$ cat src/rtl/cursor_ctrl.sv
`default_nettype none
// ============================================================================
//  Module   : cursor_ctrl
//  Purpose  : Button debounce, tear-free 16x16 cursor movement with
//             hold-to-repeat, and reveal/flag command issue on valid/ready.
//  Revision : 1.0  initial release
// ============================================================================
module cursor_ctrl #(
    parameter int GRID_W          = 16,
    parameter int GRID_H          = 16,
    parameter int DEBOUNCE_CYCLES = 500000,
    parameter int REPEAT_DELAY    = 25000000,
    parameter int REPEAT_RATE     = 5000000
) (
    input  logic       clk,
    input  logic       rst,
    input  logic       btn_up,
    input  logic       btn_down,
    input  logic       btn_left,
    input  logic       btn_right,
    input  logic       btn_reveal,
    input  logic       btn_flag,
    input  logic       frame_start,
    output logic [3:0] cursor_x,
    output logic [3:0] cursor_y,
    output logic       cmd_valid,
    output logic       cmd_op,
    output logic [3:0] cmd_x,
    output logic [3:0] cmd_y,
    input  logic       cmd_ready
);

    localparam int c_MAX_A   = (DEBOUNCE_CYCLES > REPEAT_DELAY) ? DEBOUNCE_CYCLES : REPEAT_DELAY;
    localparam int c_MAX_CNT = (c_MAX_A > REPEAT_RATE) ? c_MAX_A : REPEAT_RATE;
    localparam int c_CNT_W   = $clog2(c_MAX_CNT) + 1;

    localparam logic [c_CNT_W-1:0] c_DB_LAST   = c_CNT_W'(DEBOUNCE_CYCLES - 1);
    localparam logic [c_CNT_W-1:0] c_REP_DELAY = c_CNT_W'(REPEAT_DELAY);
    localparam logic [c_CNT_W-1:0] c_REP_RATE  = c_CNT_W'(REPEAT_RATE);
    localparam logic [c_CNT_W-1:0] c_CNT_ONE   = c_CNT_W'(1);
    localparam logic [3:0]         c_X_LAST    = 4'(GRID_W - 1);
    localparam logic [3:0]         c_Y_LAST    = 4'(GRID_H - 1);

    localparam int c_UP     = 0;
    localparam int c_DOWN   = 1;
    localparam int c_LEFT   = 2;
    localparam int c_RIGHT  = 3;
    localparam int c_REVEAL = 4;
    localparam int c_FLAG   = 5;

    typedef enum logic [0:0] {
        S_IDLE  = 1'b0,
        S_ISSUE = 1'b1
    } state_t;

    logic [5:0] w_btn_raw;
    logic [5:0] w_level;
    logic [5:0] w_press;
    logic [3:0] w_move_req;
    logic [3:0] r_pend;
    logic [3:0] r_cursor_x;
    logic [3:0] r_cursor_y;
    logic [3:0] w_next_x;
    logic [3:0] w_next_y;
    state_t     r_state;
    logic       r_cmd_valid;
    logic       r_cmd_op;
    logic [3:0] r_cmd_x;
    logic [3:0] r_cmd_y;

    assign w_btn_raw = {btn_flag, btn_reveal, btn_right, btn_left, btn_down, btn_up};

    // Level flips only after the synchronized input has disagreed with it
    // for DEBOUNCE_CYCLES consecutive cycles; press marks a rising flip.
    for (genvar i = 0; i < 6; i++) begin : g_btn
        logic               r_sync1;
        logic               r_sync2;
        logic               r_level;
        logic               r_press;
        logic [c_CNT_W-1:0] r_cnt;

        always_ff @(posedge clk or negedge rst) begin
            if (!rst) begin
                r_sync1 <= 1'b0;
                r_sync2 <= 1'b0;
                r_level <= 1'b0;
                r_press <= 1'b0;
                r_cnt   <= '0;
            end else begin
                r_sync1 <= w_btn_raw[i];
                r_sync2 <= r_sync1;
                r_press <= 1'b0;
                if (r_sync2 == r_level) begin
                    r_cnt <= '0;
                end else if (r_cnt == c_DB_LAST) begin
                    r_level <= r_sync2;
                    r_press <= r_sync2;
                    r_cnt   <= '0;
                end else begin
                    r_cnt <= r_cnt + c_CNT_ONE;
                end
            end
        end

        assign w_level[i] = r_level;
        assign w_press[i] = r_press;
    end

    // Counter reads k in the k-th cycle after the press (or after the last
    // repeat), so a hit lands exactly REPEAT_DELAY / REPEAT_RATE cycles later.
    for (genvar i = 0; i < 4; i++) begin : g_dir
        logic               r_first;
        logic [c_CNT_W-1:0] r_rcnt;
        logic               w_hit;

        assign w_hit = w_level[i] & ~w_press[i] &
                       (r_first ? (r_rcnt == c_REP_DELAY) : (r_rcnt == c_REP_RATE));

        always_ff @(posedge clk or negedge rst) begin
            if (!rst) begin
                r_first <= 1'b1;
                r_rcnt  <= '0;
            end else if (!w_level[i]) begin
                r_first <= 1'b1;
                r_rcnt  <= '0;
            end else if (w_press[i]) begin
                r_first <= 1'b1;
                r_rcnt  <= c_CNT_ONE;
            end else if (w_hit) begin
                r_first <= 1'b0;
                r_rcnt  <= c_CNT_ONE;
            end else begin
                r_rcnt <= r_rcnt + c_CNT_ONE;
            end
        end

        assign w_move_req[i] = w_press[i] | w_hit;
    end

    always_comb begin
        w_next_x = r_cursor_x;
        w_next_y = r_cursor_y;
        if (r_pend[c_RIGHT] && !r_pend[c_LEFT]) begin
            w_next_x = (r_cursor_x == c_X_LAST) ? 4'd0 : r_cursor_x + 4'd1;
        end else if (r_pend[c_LEFT] && !r_pend[c_RIGHT]) begin
            w_next_x = (r_cursor_x == 4'd0) ? c_X_LAST : r_cursor_x - 4'd1;
        end
        if (r_pend[c_DOWN] && !r_pend[c_UP]) begin
            w_next_y = (r_cursor_y == c_Y_LAST) ? 4'd0 : r_cursor_y + 4'd1;
        end else if (r_pend[c_UP] && !r_pend[c_DOWN]) begin
            w_next_y = (r_cursor_y == 4'd0) ? c_Y_LAST : r_cursor_y - 4'd1;
        end
    end

    // Requests coinciding with frame_start become the next frame's pending set.
    always_ff @(posedge clk or negedge rst) begin
        if (!rst) begin
            r_pend     <= '0;
            r_cursor_x <= 4'd0;
            r_cursor_y <= 4'd0;
        end else if (frame_start) begin
            r_cursor_x <= w_next_x;
            r_cursor_y <= w_next_y;
            r_pend     <= w_move_req;
        end else begin
            r_pend <= r_pend | w_move_req;
        end
    end

    always_ff @(posedge clk or negedge rst) begin
        if (!rst) begin
            r_state     <= S_IDLE;
            r_cmd_valid <= 1'b0;
            r_cmd_op    <= 1'b0;
            r_cmd_x     <= 4'd0;
            r_cmd_y     <= 4'd0;
        end else begin
            case (r_state)
                S_IDLE: begin
                    if (w_press[c_REVEAL] || w_press[c_FLAG]) begin
                        r_state     <= S_ISSUE;
                        r_cmd_valid <= 1'b1;
                        r_cmd_op    <= ~w_press[c_REVEAL];
                        r_cmd_x     <= r_cursor_x;
                        r_cmd_y     <= r_cursor_y;
                    end
                end
                S_ISSUE: begin
                    if (cmd_ready) begin
                        r_state     <= S_IDLE;
                        r_cmd_valid <= 1'b0;
                    end
                end
                default: begin
                    r_state     <= S_IDLE;
                    r_cmd_valid <= 1'b0;
                end
            endcase
        end
    end

    assign cursor_x  = r_cursor_x;
    assign cursor_y  = r_cursor_y;
    assign cmd_valid = r_cmd_valid;
    assign cmd_op    = r_cmd_op;
    assign cmd_x     = r_cmd_x;
    assign cmd_y     = r_cmd_y;

endmodule
`default_nettype wire

$ cat config.mk
export PLATFORM = sky130hd
export DESIGN_NAME = cursor_ctrl
export DESIGN_NICKNAME = d
export VERILOG_FILES = /design/src/rtl/cursor_ctrl.sv
export SDC_FILE = /design/constraint.sdc
export NUM_CORES = 1
export LEC_CHECK = 0
export CORE_MARGIN = 2
export CORE_UTILIZATION = 58
export DETAILED_ROUTE_END_ITERATION = 8
export GPL_TIMING_DRIVEN = 0
export HOLD_SLACK_MARGIN = 0.1
export PLACE_DENSITY = 0.86
export SLEW_MARGIN = 20
export SYNTH_ARGS = -nofsm -noshare
export SYNTH_HDL_FRONTEND = slang
export SYNTH_SLANG_ARGS = --single-unit
$ cat constraint.sdc
create_clock -name clk -period 4.3 [get_ports clk]
set_clock_uncertainty 0.15 [all_clocks]
set_input_delay 0.86 -clock clk [delete_from_list [all_inputs] [get_ports clk]]
set_output_delay 0.86 -clock clk [all_outputs]
set_load 0.005 [all_outputs]
Yosys cells after proc, flatten, opt, wreduce, memory -nomap -nowiden
Cells that the tools add are included.
Operators by class
  add/sub/neg operators: 14
  eq/ne operators: 28
  multiplexer cells: 67
  bitwise operators: 25
  reductions and logical operators: 23
Operators by type and width (number)
  $mux 26: 24
  $add 26x1->26 const B: 10
  $eq 26x19->1 const B: 6
  $eq 26x23->1 const B: 4
  $eq 26x25->1 const B: 4
  $mux 4: 9
  $mux 1: 32
  $reduce_and 2->1: 10
  $ne 3x1->1 const B: 4
  $not 1->1: 12
  $add 4x1->4 const B: 2
  $and 1x1->1: 8
  $eq 4x4->1 const B: 2
  $logic_not 4->1: 2
  $sub 4x1->4 const B: 2
  $eq 1x1->1: 6
  $logic_and 1x1->1: 4
  $logic_not 1->1: 4
  $ne 2x2->1 const B: 2
  $or 1x1->1: 4
  $or 4x4->4: 1
  $pmux 1 s2: 2
  $reduce_bool 2->1: 2
  $logic_or 1x1->1: 1
Storage, ports and cells
  bits in registers: 311
  input port bits: 10

Longest topological paths before layout
  word-level depth: 6
  mapped depth: 7
  depth with buffers taken out: 6

Worst setup path after synthesis
Ideal clock, no wire load.
  kind: register to register
  start: reg g_btn[4].r_cnt[0]
  end: reg g_btn[4].r_cnt[24]
  setup time: 0.078 ns
  arrival: 2.074 ns
  required time: 4.072 ns
  path slack: 1.998 ns
  stages on the path, launching flop included: 7
  path buffers: 1
  clock period less this slack: 2.302 ns
  path through: dfrtp_1 -> ha_1 -> nand4_2 -> or4_1 -> buf_2 -> or4_1 -> a21oi_1
Between the ends
  word-level cells in the longest chain between the ends: 3
  elaborated cells on any way between the ends: 4
  those cells by class: add/sub (1); eq/ne (1); mux (2)
RTL lines
  start, declared: RTL line 80  | logic [c_CNT_W-1:0] r_cnt;
  start signal, assigned: RTL line 100  | r_cnt <= r_cnt + c_CNT_ONE;
  $add 26x1->26 / $eq 26x19->1 (equally long branches): RTL line 100, 95
  $mux 26 *: RTL line 95  | end else if (r_cnt == c_DB_LAST) begin
  $mux 26 *: RTL line 93  | if (r_sync2 == r_level) begin
Mark *: on every way between the ends. The rest lies on a longest branch, timed or not.
A chain may end at the register's enable or synchronous reset.

Worst setup path after layout
  start: reg g_dir[1].r_rcnt[0]
  end: reg g_dir[1].r_rcnt[3]
Between the ends
  word-level cells in the longest chain between the ends: 6
  elaborated cells on any way between the ends: 8
  those cells by class: add/sub (1); eq/ne (2); mux (4); bitwise (1)
RTL lines
  start, declared: RTL line 113  | logic [c_CNT_W-1:0] r_rcnt;
  start signal, assigned: RTL line 128  | r_rcnt <= c_CNT_ONE;
  start signal, assigned: RTL line 131  | r_rcnt <= c_CNT_ONE;
  start signal, assigned: RTL line 133  | r_rcnt <= r_rcnt + c_CNT_ONE;
  parallel branches: the longest is 3 deep, another holds $add 26x1->26
  $mux 26 *: RTL line 129  | end else if (w_hit) begin
  $mux 26 *: RTL line 126  | end else if (w_press[i]) begin
  $mux 26 *: RTL line 123  | end else if (!w_level[i]) begin
Every way passes the cells marked *.

==> flow_summary.json <==
{
  "status": "complete, no violations",
  "synth_ff_type": "dfrtp_1",
  "ys_async_sr_fraction_pct": 100,
  "clkLatencyLatePin_ns": 0.51,
  "drtAntennaViolNets": 0,
  "power_density_nw_per_um2": 348,
  "grtUsageTotal_pct": 25.6,
  "worstMarginPinSlew_ns": 1.04,
  "worstSetupPathType": "flop to flop",
  "drive_gt1_share_pct": 5.90,
  "fin_nets": 1735,
  "rsz0062_at_grt": "no",
  "crit_chain": "inv_1 -> ha_1 -> nor4b_1 -> nand3_1 -> a2111oi_4 -> clkbuf_1 -> nor3_1",
  "antenna_cells": 0,
  "synth_area_per_cell_um2": 9.77,
  "grt-ovfl-total": 0,
  "core_um2": 27000,
  "slew_violations": 0,
  "synth_top_cell_area_share_pct": 48.1,
  "final_cells": 2069,
  "yosysUniqueCellTypes": 57,
  "portBuffers": 27,
  "cts_resized": 0,
  "setup.worst_path.end_class": "flop",
  "cts_root_buf": "clkbuf_16",
  "htreeDepth": 2,
  "synth.cell_area_um2": 16000,
  "ios": 28,
  "antenna_found_initial": 0,
  "synth_edf_count": 0,
  "holdBufCountCts": 0,
  "dp_cells": 2006,
  "slew_headroom_pct": 29.9,
  "die-width_um": 170,
  "dr.first_iter.drc_count": 1395,
  "p_leak_nw": 6.88,
  "slowest_delay_ns": 0.63,
  "row_count": 60,
  "cts_buffers": 36,
  "die_h_um": 170,
  "yosysWarnings": 0,
  "routed-via-count": 13312,
  "p_total_mw": 6.26,
  "crit_path_start_kind": "flop",
  "cts_tree": "built",
  "yosys_register_bits": 311,
  "crit_fanout": 10,
  "dieArea_um2": 28900,
  "yosys-top-cells-area": "dfrtp_1, xor2_1, nand3_1",
  "nFillCells": 1989,
  "layout_common_cells": "dfrtp_1, nor2_1, nand2_1, nand3_1, nor3_1",
  "final_common_cell": "dfrtp_1",
  "min_path_type": "flop to flop",
  "drv_cap": 0,
  "worstPathRequired_ns": 4.52,
  "post_cts_buffers": 0,
  "wl_per_cell_um": 17.4,
  "fin_crit_ns": 2.80,
  "setup_viol": 0,
  "timing.fmax_ghz": 0.357,
  "period_share_pct": 65.1,
  "drc": 0,
  "clk_pin_slew_ns": 0.06,
  "grt_pass1_wl_mm": 62.3,
  "critPathSlowestCell": "a2111oi_4",
  "syn_inst": 1635,
  "grt_max_degree": 93,
  "critPathArrivalTime_ns": 3.02,
  "finalHoldViolCount": 0,
  "hpwlAfterDp_mm": 23.6,
  "yosysTopAreaCell": "dfrtp_1",
  "whs_ns": 0.195,
  "cts_sinks": 311,
  "ir_drop_mv": 0.236,
  "start_util_pct": 59.1,
  "seq_area_frac_synth_pct": 48.7,
  "vias_per_cell": 6.43,
  "finalWirelength_mm": 35.9,
  "place.gp.congestion": 0.876,
  "critPathTopFamily": "simple AND/OR/NAND/NOR gates",
  "drt_pass1_iterations": 5,
  "area_growth_pct": 12.5,
  "worst-path-buf-inv": 2,
  "syn-num-nets": 1667,
  "clockBufferDepth": 3,
  "grt_pass1_vias": 12984
}
## Yosys cell counts, types with 11 or more instances
cell and count:
nand4_1 78, nor4b_1 11, a21oi_1 63, dfrtp_1 307, or4_1 65, nor2_1 124
xor2_1 77, nor4_1 28, nor3_1 79, and3_1 19, buf_2 14, nand2b_1 11
nand3_1 99, o21ai_0 72, clkbuf_1 51, a211oi_1 53, and4_1 38, nand2_1 99
xnor2_1 54, ha_1 22, inv_1 49, o31ai_1 55, or3_1 64
## layer usage
metal | wire, um | global-route usage (%)
met2 | 17800 | 43.4
met4 | 873 | 8.66
met1 | 15500 | 34.0
met3 | 1740 | 3.47
met5 | 0 | 0
## cell families after synthesis
| kind of cell | share of synthesized area [%] |
|---|---|
| buffers and inverters | 2.79 |
| flip-flops | 48.7 |
| AND/OR/NAND/NOR | 26.5 |
| AO/OA/AOI/OAI | 12.0 |
| adder cells (fa/ha/maj) | 1.72 |
| XOR/XNOR | 7.18 |
| multiplexers | 1.10 |
## registers in the layout, summed over array words and instances, names as in the netlist, 6 cells and up
register	flops
g_btn.r_level	6
g_btn.r_sync2	6
g_btn.r_press	6
g_dir.r_rcnt	104
g_btn.r_sync1	6
g_btn.r_cnt	156
## worst paths after layout
path	cells after the start	end	slack [ns]	from
max	7	g_dir[1].r_rcnt[3]	1.50	g_dir[1].r_rcnt[0]
min	0	g_btn[0].r_sync2	0.20	g_btn[0].r_sync1
max reg2reg	7	g_dir[1].r_rcnt[3]	1.50	g_dir[1].r_rcnt[0]
min reg2reg	0	g_btn[0].r_sync2	0.20	g_btn[0].r_sync1
max in group asynchronous	3	g_dir[3].r_first	2.55	rst
min in group asynchronous	1	g_dir[0].r_rcnt[20]	0.21	rst
## power by group
part	leakage [nW]	internal, mW	switching, mW
clock	0.597	1.90	1.20
combinational	2.01	0.0556	0.121
sequential	4.27	2.95	0.0296
total	6.88	4.91	1.35
## cell type report
cell class	instances	area [um^2]	area share (%)
Buffer	65	262	1.46
Clock buffer	51	1060	5.89
Clock inverter	12	151	0.842
Inverter	49	184	1.02
Multi-Input combinational cell	1210	7740	43.1
Sequential cell	311	7790	43.3
Tap cell	341	427	2.37
Timing Repair Buffer	30	358	1.99
## through the flow
stage	utilization, %	instance area, um^2	setup WS, ns	setup TNS [ns]
floorplan	-	16000	2.00	0
CTS	66.5	18000	1.53	0
global placement	61.7	16700	-10.96	-3380.88
finish	66.5	18000	1.50	0
detailed placement	62.0	16800	1.56	0
global route	66.5	18000	1.31	0
Power figures use the tool's default switching activity.
